$ cat src/rtl/uart_tx_frame.sv
// UART transmit framing stage: start bit, LSB-first payload, optional parity, stop bit(s).
// Define UART_TX_STOP2_EN to stretch STOP to two cycles (accept only in the second one).
module uart_tx_frame #(
    parameter int unsigned DATA_WIDTH = 8
) (
    input  logic                  CLK,
    input  logic                  RST,
    input  logic [DATA_WIDTH-1:0] P_DATA,
    input  logic                  DATA_Valid,
    input  logic                  PAR_EN,
    input  logic                  par_bit,
    output logic                  TX_OUT,
    output logic                  Busy
);

    localparam int unsigned CW = (DATA_WIDTH > 1) ? $clog2(DATA_WIDTH) : 1;
    localparam logic [CW-1:0] CntLast = CW'(DATA_WIDTH - 1);

    localparam logic [2:0] StIdle   = 3'd0;
    localparam logic [2:0] StStart  = 3'd1;
    localparam logic [2:0] StData   = 3'd2;
    localparam logic [2:0] StParity = 3'd3;
    localparam logic [2:0] StStop   = 3'd4;

    logic [2:0]            state_q, state_d;
    logic [DATA_WIDTH-1:0] shift_q, shift_d;
    logic [CW-1:0]         cnt_q, cnt_d;
    logic                  par_en_q, par_en_d;
    logic                  par_q, par_d;
    logic                  stop_final;
    logic                  accept;

`ifdef UART_TX_STOP2_EN
    logic stop2_q, stop2_d;

    always_ff @(posedge CLK or posedge RST) begin
        if (RST) begin
            stop2_q <= 1'b0;
        end else begin
            stop2_q <= stop2_d;
        end
    end

    assign stop_final = stop2_q;
`else
    assign stop_final = 1'b1;
`endif

    assign accept = DATA_Valid && ((state_q == StIdle) || ((state_q == StStop) && stop_final));

    always_comb begin
        state_d  = state_q;
        shift_d  = shift_q;
        cnt_d    = cnt_q;
        par_en_d = par_en_q;
        par_d    = par_q;
`ifdef UART_TX_STOP2_EN
        stop2_d  = stop2_q;
`endif
        case (state_q)
            StIdle: begin
            end
            StStart: begin
                // Parity stage output is only valid now; later pulses may reload it.
                par_d   = par_bit;
                state_d = StData;
            end
            StData: begin
                shift_d = shift_q >> 1;
                if (cnt_q == CntLast) begin
                    cnt_d   = '0;
                    state_d = par_en_q ? StParity : StStop;
                end else begin
                    cnt_d = cnt_q + 1'b1;
                end
            end
            StParity: begin
                state_d = StStop;
            end
            StStop: begin
`ifdef UART_TX_STOP2_EN
                if (!stop2_q) begin
                    stop2_d = 1'b1;
                end else begin
                    stop2_d = 1'b0;
                    state_d = StIdle;
                end
`else
                state_d = StIdle;
`endif
            end
            default: begin
                state_d = StIdle;
            end
        endcase

        if (accept) begin
            shift_d  = P_DATA;
            par_en_d = PAR_EN;
            cnt_d    = '0;
            state_d  = StStart;
`ifdef UART_TX_STOP2_EN
            stop2_d  = 1'b0;
`endif
        end
    end

    always_ff @(posedge CLK or posedge RST) begin
        if (RST) begin
            state_q  <= StIdle;
            shift_q  <= '0;
            cnt_q    <= '0;
            par_en_q <= 1'b0;
            par_q    <= 1'b0;
        end else begin
            state_q  <= state_d;
            shift_q  <= shift_d;
            cnt_q    <= cnt_d;
            par_en_q <= par_en_d;
            par_q    <= par_d;
        end
    end

    // Outputs decode only registered state, so reset forces them idle at once.
    always_comb begin
        TX_OUT = 1'b1;
        Busy   = 1'b0;
        case (state_q)
            StStart: begin
                TX_OUT = 1'b0;
                Busy   = 1'b1;
            end
            StData: begin
                TX_OUT = shift_q[0];
                Busy   = 1'b1;
            end
            StParity: begin
                TX_OUT = par_q;
                Busy   = 1'b1;
            end
            default: begin
                TX_OUT = 1'b1;
                Busy   = 1'b0;
            end
        endcase
    end

endmodule

$ cat config.mk
export PLATFORM = sky130hd
export DESIGN_NAME = uart_tx_frame
export DESIGN_NICKNAME = d
export VERILOG_FILES = /design/src/rtl/uart_tx_frame.sv
export SDC_FILE = /design/constraint.sdc
export NUM_CORES = 1
export LEC_CHECK = 0
export BUFFER_PORTS_ARGS = -buffer_cell sky130_fd_sc_hd__buf_2
export CORE_MARGIN = 5
export CORE_UTILIZATION = 45
export DETAILED_ROUTE_END_ITERATION = 7
export GPL_ROUTABILITY_DRIVEN = 0
export GPL_TIMING_DRIVEN = 0
export PLACE_DENSITY = 0.74
export SYNTH_ARGS = -nofsm -noshare
export SYNTH_HDL_FRONTEND = slang
export SYNTH_SLANG_ARGS = --single-unit
$ cat constraint.sdc
create_clock -name CLK -period 1.85 [get_ports CLK]
set_input_delay 0.2775 -clock CLK [delete_from_list [all_inputs] [get_ports CLK]]
set_output_delay 0.2775 -clock CLK [all_outputs]
set_load 0.005 [all_outputs]
### Word-level counts from Yosys, hierarchy flattened

Cells that the tools add are included.

| word-level totals | value |
|---|---|
| latch bits | 0 |
| input bits | 13 |
| register bits after elaboration | 16 |
| memories | 0 |
| output and inout bits | 2 |
| ROM bits | 0 |
| logic and storage cells | 30 |
| bits in writable memories | 0 |

| operators by class | value |
|---|---|
| reduce and logical (&&, ||, !) cells | 6 |
| magnitude comparators | 0 |
| add/subtract/negate cells | 1 |
| shift operators | 0 |
| equality and inequality tests | 7 |
| bitwise operators | 0 |
| multiplexer cells | 11 |
| multipliers | 0 |
| div/mod/pow operators | 0 |

Operators by type and width:

| operator | count |
|---|---|
| $mux W3 | 6 |
| $mux W8 | 2 |
| $pmux W3 S4 | 1 |
| $eq A3 B2 Y1 const B | 2 |
| $eq A3 B3 Y1 const B | 2 |
| $add A3 B1 Y3 const B | 1 |
| $eq A3 B1 Y1 const B | 1 |
| $logic_not A3 Y1 | 1 |
| $ne A3 B3 Y1 const B | 1 |
| $pmux W1 S3 | 1 |
| $reduce_or A3 Y1 | 1 |
| $ne A2 B2 Y1 const B | 1 |
| $reduce_and A2 Y1 | 1 |
| $reduce_bool A2 Y1 | 1 |
| $logic_and A1 B1 Y1 | 1 |
| $logic_or A1 B1 Y1 | 1 |
| $mux W1 | 1 |

### Longest topological paths before layout

| logic depth | value |
|---|---|
| depth in word-level cells | 5 |
| mapped depth | 5 |
| mapped depth without buffers | 4 |

### Least setup slack after synthesis

No wires, ideal clock.

| timing path | value |
|---|---|
| path type | flip-flop to output port |
| start point | register state_q[0] |
| end point | output TX_OUT |
| path buffers | 1 |
| arrival | 0.983 ns |
| stages on the path, launching flop included | 5 |
| required time | 1.572 ns |
| setup slack | 0.590 ns |
| cells stage by stage | dfrtp_1 > buf_6 > nor3b_1 > a21oi_1 > or2_2 |

| between the ends | value |
|---|---|
| word-level cells in the longest chain between the ends | 2 |
| elaborated cells on any way between the ends | 4 |
| classes of those cells | eq/ne (3); mux (1) |

Ends and longest elaborated chain:

| what | RTL line | RTL |
|---|---|---|
| from (decl) | 25 | `logic [2:0] state_q, state_d;` |
| from (signal assigned) | 110 | `state_q <= StIdle;` |
| from (signal assigned) | 116 | `state_q <= state_d;` |
| $eq A3 B2 Y1 or $eq A3 B1 Y1 (tied branches) | 128 | `case (state_q)` |
| $pmux W1 S3 * | 128 |  |
| to (decl) | 12 | `output logic TX_OUT,` |

Every way passes the cells marked *; elsewhere a longest branch is shown, timed or not.

### Worst setup path after layout

Ends and elaborated chain as after synthesis.

==> summary.txt <==
Die
  • Core area: 0.001689 mm^2
  • Row count: 15
  • Initial Utilization: 46.59%
  • Die height: between 50 and 60 um
  • DIE WIDTH: 51.82 um
  • Area of the die: approximately 0.0027 mm^2
  • # IOs: 15

Detailed routing
  • Highest metal used: met4
  • Drt pass-1 iters: 4
  • DR WL met2: ~640 um
  • Post-DRT Antenna Nets: 0
  • Initial DRC Count: 8
  • WL per Instance: roughly 14 um
  • Number of remaining DRC errors: 0
  • DR WL met3: 62 um
  • Via density: approximately 5.4
  • Post-Route M1 WL: between 600 and 700 um
  • Vias: about 570
  • Total Wirelength: around 1400 um

Clock network
  • TritonCTS clock tree: yes
  • Post_cts resized: 0
  • Clk_lat worst skew: between 0.2 and 0.3 ns
  • CTS hold repair buffers: 0
  • # Post-CTS Setup Buffers: 0
  • Sink Count: 16
  • CTS Buf Count: 3
  • Clock tree root buffer cell: clkbuf_4
  • Clock transition at path regs: around 0.080 ns
  • CTS Buffer Depth: 2
  • H-tree lvl count: 1

Global routing
  • Largest net degree at the start of global routing: 17
  • Global route overflow: 0
  • Total GRT Usage: a little over an eighth
  • First-pass GRT wire length: 2559 um
  • Initial antenna violation count: 0
  • Vias in the first global route: about 600

Setup path
  • Worst Path Required: between 1.5 and 2 ns
  • Worst reg2reg setup slack: about 0.44 ns
  • Arrival time of the worst setup path: ~1.4 ns
  • Slowest stage delay, CP: between 0.3 and 0.4 ns
  • Reg-to-Reg Start: state_q[2]$_DFFE_PP0P_
  • CP Cell Sequence: buf_6 -> nor3b_1 -> a21oi_1 -> or2_2 -> buf_2
  • Capturing point of the worst reg2reg path: shift_q[7]$_DFFE_PP0P_
  • Crit Path Class: flop to output pin
  • Worst-path maximum fanout: 10
  • Worst-case reg-to-reg path depth: 4
  • Worst Setup End Kind: output pin
  • Critical Path Source: state_q[0]$_DFFE_PP0P_
  • Startpoint Class: flop
  • CP max-delay cell: dfrtp_1

Yosys
  • Syn avg cell area: 11.08 um^2
  • Synth Cell Area: approximately 790 um^2
  • Top cells by area, synth: dfrtp_1 (51%), a22o_1 (6.7%), a21oi_1 (5.1%), a2bb2oi_1 (4.5%), buf_6 (4.3%)
  • Share of the synthesized area in the top cell type: between 50% and 60%
  • FF+latch count, synth: 16
  • Synth unique cells: 23
  • Synth Net Count: 86
  • Count leader, synth: dfrtp_1
  • Synth top cells by count: dfrtp_1 (16), a21oi_1 (8), nand2_1 (8)
  • Yosys warning count: 0
  • EDFF count, synth: 0
  • Post-Syn Instances: 71
  • Register area share after synthesis: between 50% and 60%
  • Async S/R FF share, synth: 100.0%
  • Leading area contributor after synthesis: dfrtp_1
  • Ys flop type: dfrtp_1

Place
  • Port Buf Inserts: 14
  • Placed Area: around 900 um^2
  • Hpwl dp: approximately 1100 um

Pwr
  • Max VDD drop: ~0.76 mV
  • Power per cell area: between 1500 and 2000 mW/mm^2
  • Leak: about 0.47 nW

STA
  • Crit path time final: about 1.7 ns
  • Final-report setup violation count: 0
  • Setup TNS: 0 ns
  • Max transition margin: around three fifths
  • Worst-Margin Slew: 0.5846 ns
  • Final period util: between 90 and 100%
  • Highest Clock Rate: around 600 MHz
  • Endpoints failing hold: 0
  • Final Max Tran Viols: 0
  • RSZ-0062 raised after global routing: no
  • Setup Skew: around 0.0044 ns

Final layout
  • Fraction of layout cells with a size suffix above 1: between 30 and 40%
  • # nets final: 105
  • Layout Cell Area excl Fill: 900.9 um^2
  • Inserted Diodes: 0
  • Layout area overhead: 14.47%

Flow run
  • Maximum Capacitance Violations: 0

Min path
  • Hold Path Class: input pin to asynchronous set/reset pin

Outcome
  • Run status: finished, final reports clean
## per-layer routing
metal,vias to the layer above,GRT usage [%]
met5,-,0
met2,14,21.13
met1,263,15.86
li1,289,-
met3,5,3.438
met4,0,7.860
## critical path: cells and delay by family, from the launching register on
family / cells / cell delay (ns)
buffers and inverters: 2 / 0.27
AO/OA/AOI/OAI: 1 / 0.05
AND/OR/NAND/NOR: 2 / 0.46
flip-flops: 1 / 0.38
## metrics by stage
step,power [W],utilization (%),setup WS [ns],hold WS (ns),instances
2_1_floorplan,0.001097,-,0.5895,0.1912,71
3_3_place_gp,0.001226,52.00,0.4388,0.3738,102
3_5_place_dp,0.001250,52.00,0.4361,0.3761,102
4_1_cts,0.001429,53.33,0.1150,0.06423,105
5_1_grt,0.001544,53.33,0.008973,0.08544,105
6_report,0.001403,53.33,0.1368,0.03670,105
## state kept, by name, indices dropped and copies added, names as in the netlist
| register | count |
|---|---|
| shift_q | 8 |
| cnt_q | 3 |
| state_q | 3 |
| par_en_q | 1 |
| par_q | 1 |
## cells by family after synthesis
kind of cell / Yosys count / share of synthesized area, %
muxes: 1 / 1.431
AOI/OAI and AO/OA: 24 / 21.78
buffers and inverters: 7 / 6.358
and+or+nand+nor: 21 / 16.38
adders and majority gates: 2 / 3.179
DFF: 16 / 50.87
## cell type report
class,count,area (um^2)
plain buffers,4,38.79
inverters,3,11.26
multi-input cells,48,336.6
repair buffers,14,70.07
well taps,17,21.27
clock buffers,3,22.52
flip-flops and latches,16,400.4
fillers,165,788.3
## how the worst max path moves through the flow
stage | end | slack [ns]
5_1_grt | TX_OUT | 0.009
3_3_place_gp | cnt_q[1]$_DFFE_PP0P_ | 0.44
4_1_cts | TX_OUT | 0.11
6_report | TX_OUT | 0.14
3_5_place_dp | shift_q[7]$_DFFE_PP0P_ | 0.44
2_1_floorplan | TX_OUT | 0.59
## layout by cell type, fill, tap and decap left out
master     instances
ha_1               2
nor3b_4            1
a22o_1             6
or2_2              1
inv_1              3
nand4b_1           1
nand2b_1           1
clkbuf_4           3
nor2_2             1
mux2_2             1
nand2_1            8
nor3_1             2
o21ai_0            1
a21oi_1            8
a211o_1            1
or3b_4             1
buf_2             15
a2bb2oi_1          4
nor3b_2            1
dfrtp_1           16
a21o_1             4
nor3b_1            1
nor2_1             3
buf_6              3
## where the power goes
| part | switching, W | total [W] | internal (W) |
|---|---|---|---|
| combinational | 0.000315 | 0.000646 | 0.000331 |
| clock | 0.000100 | 0.000176 | 0.0000756 |
| sequential | 0.0000775 | 0.000581 | 0.000504 |
| total | 0.000493 | 0.00140 | 0.000911 |
(Power assumes the default switching activity.)
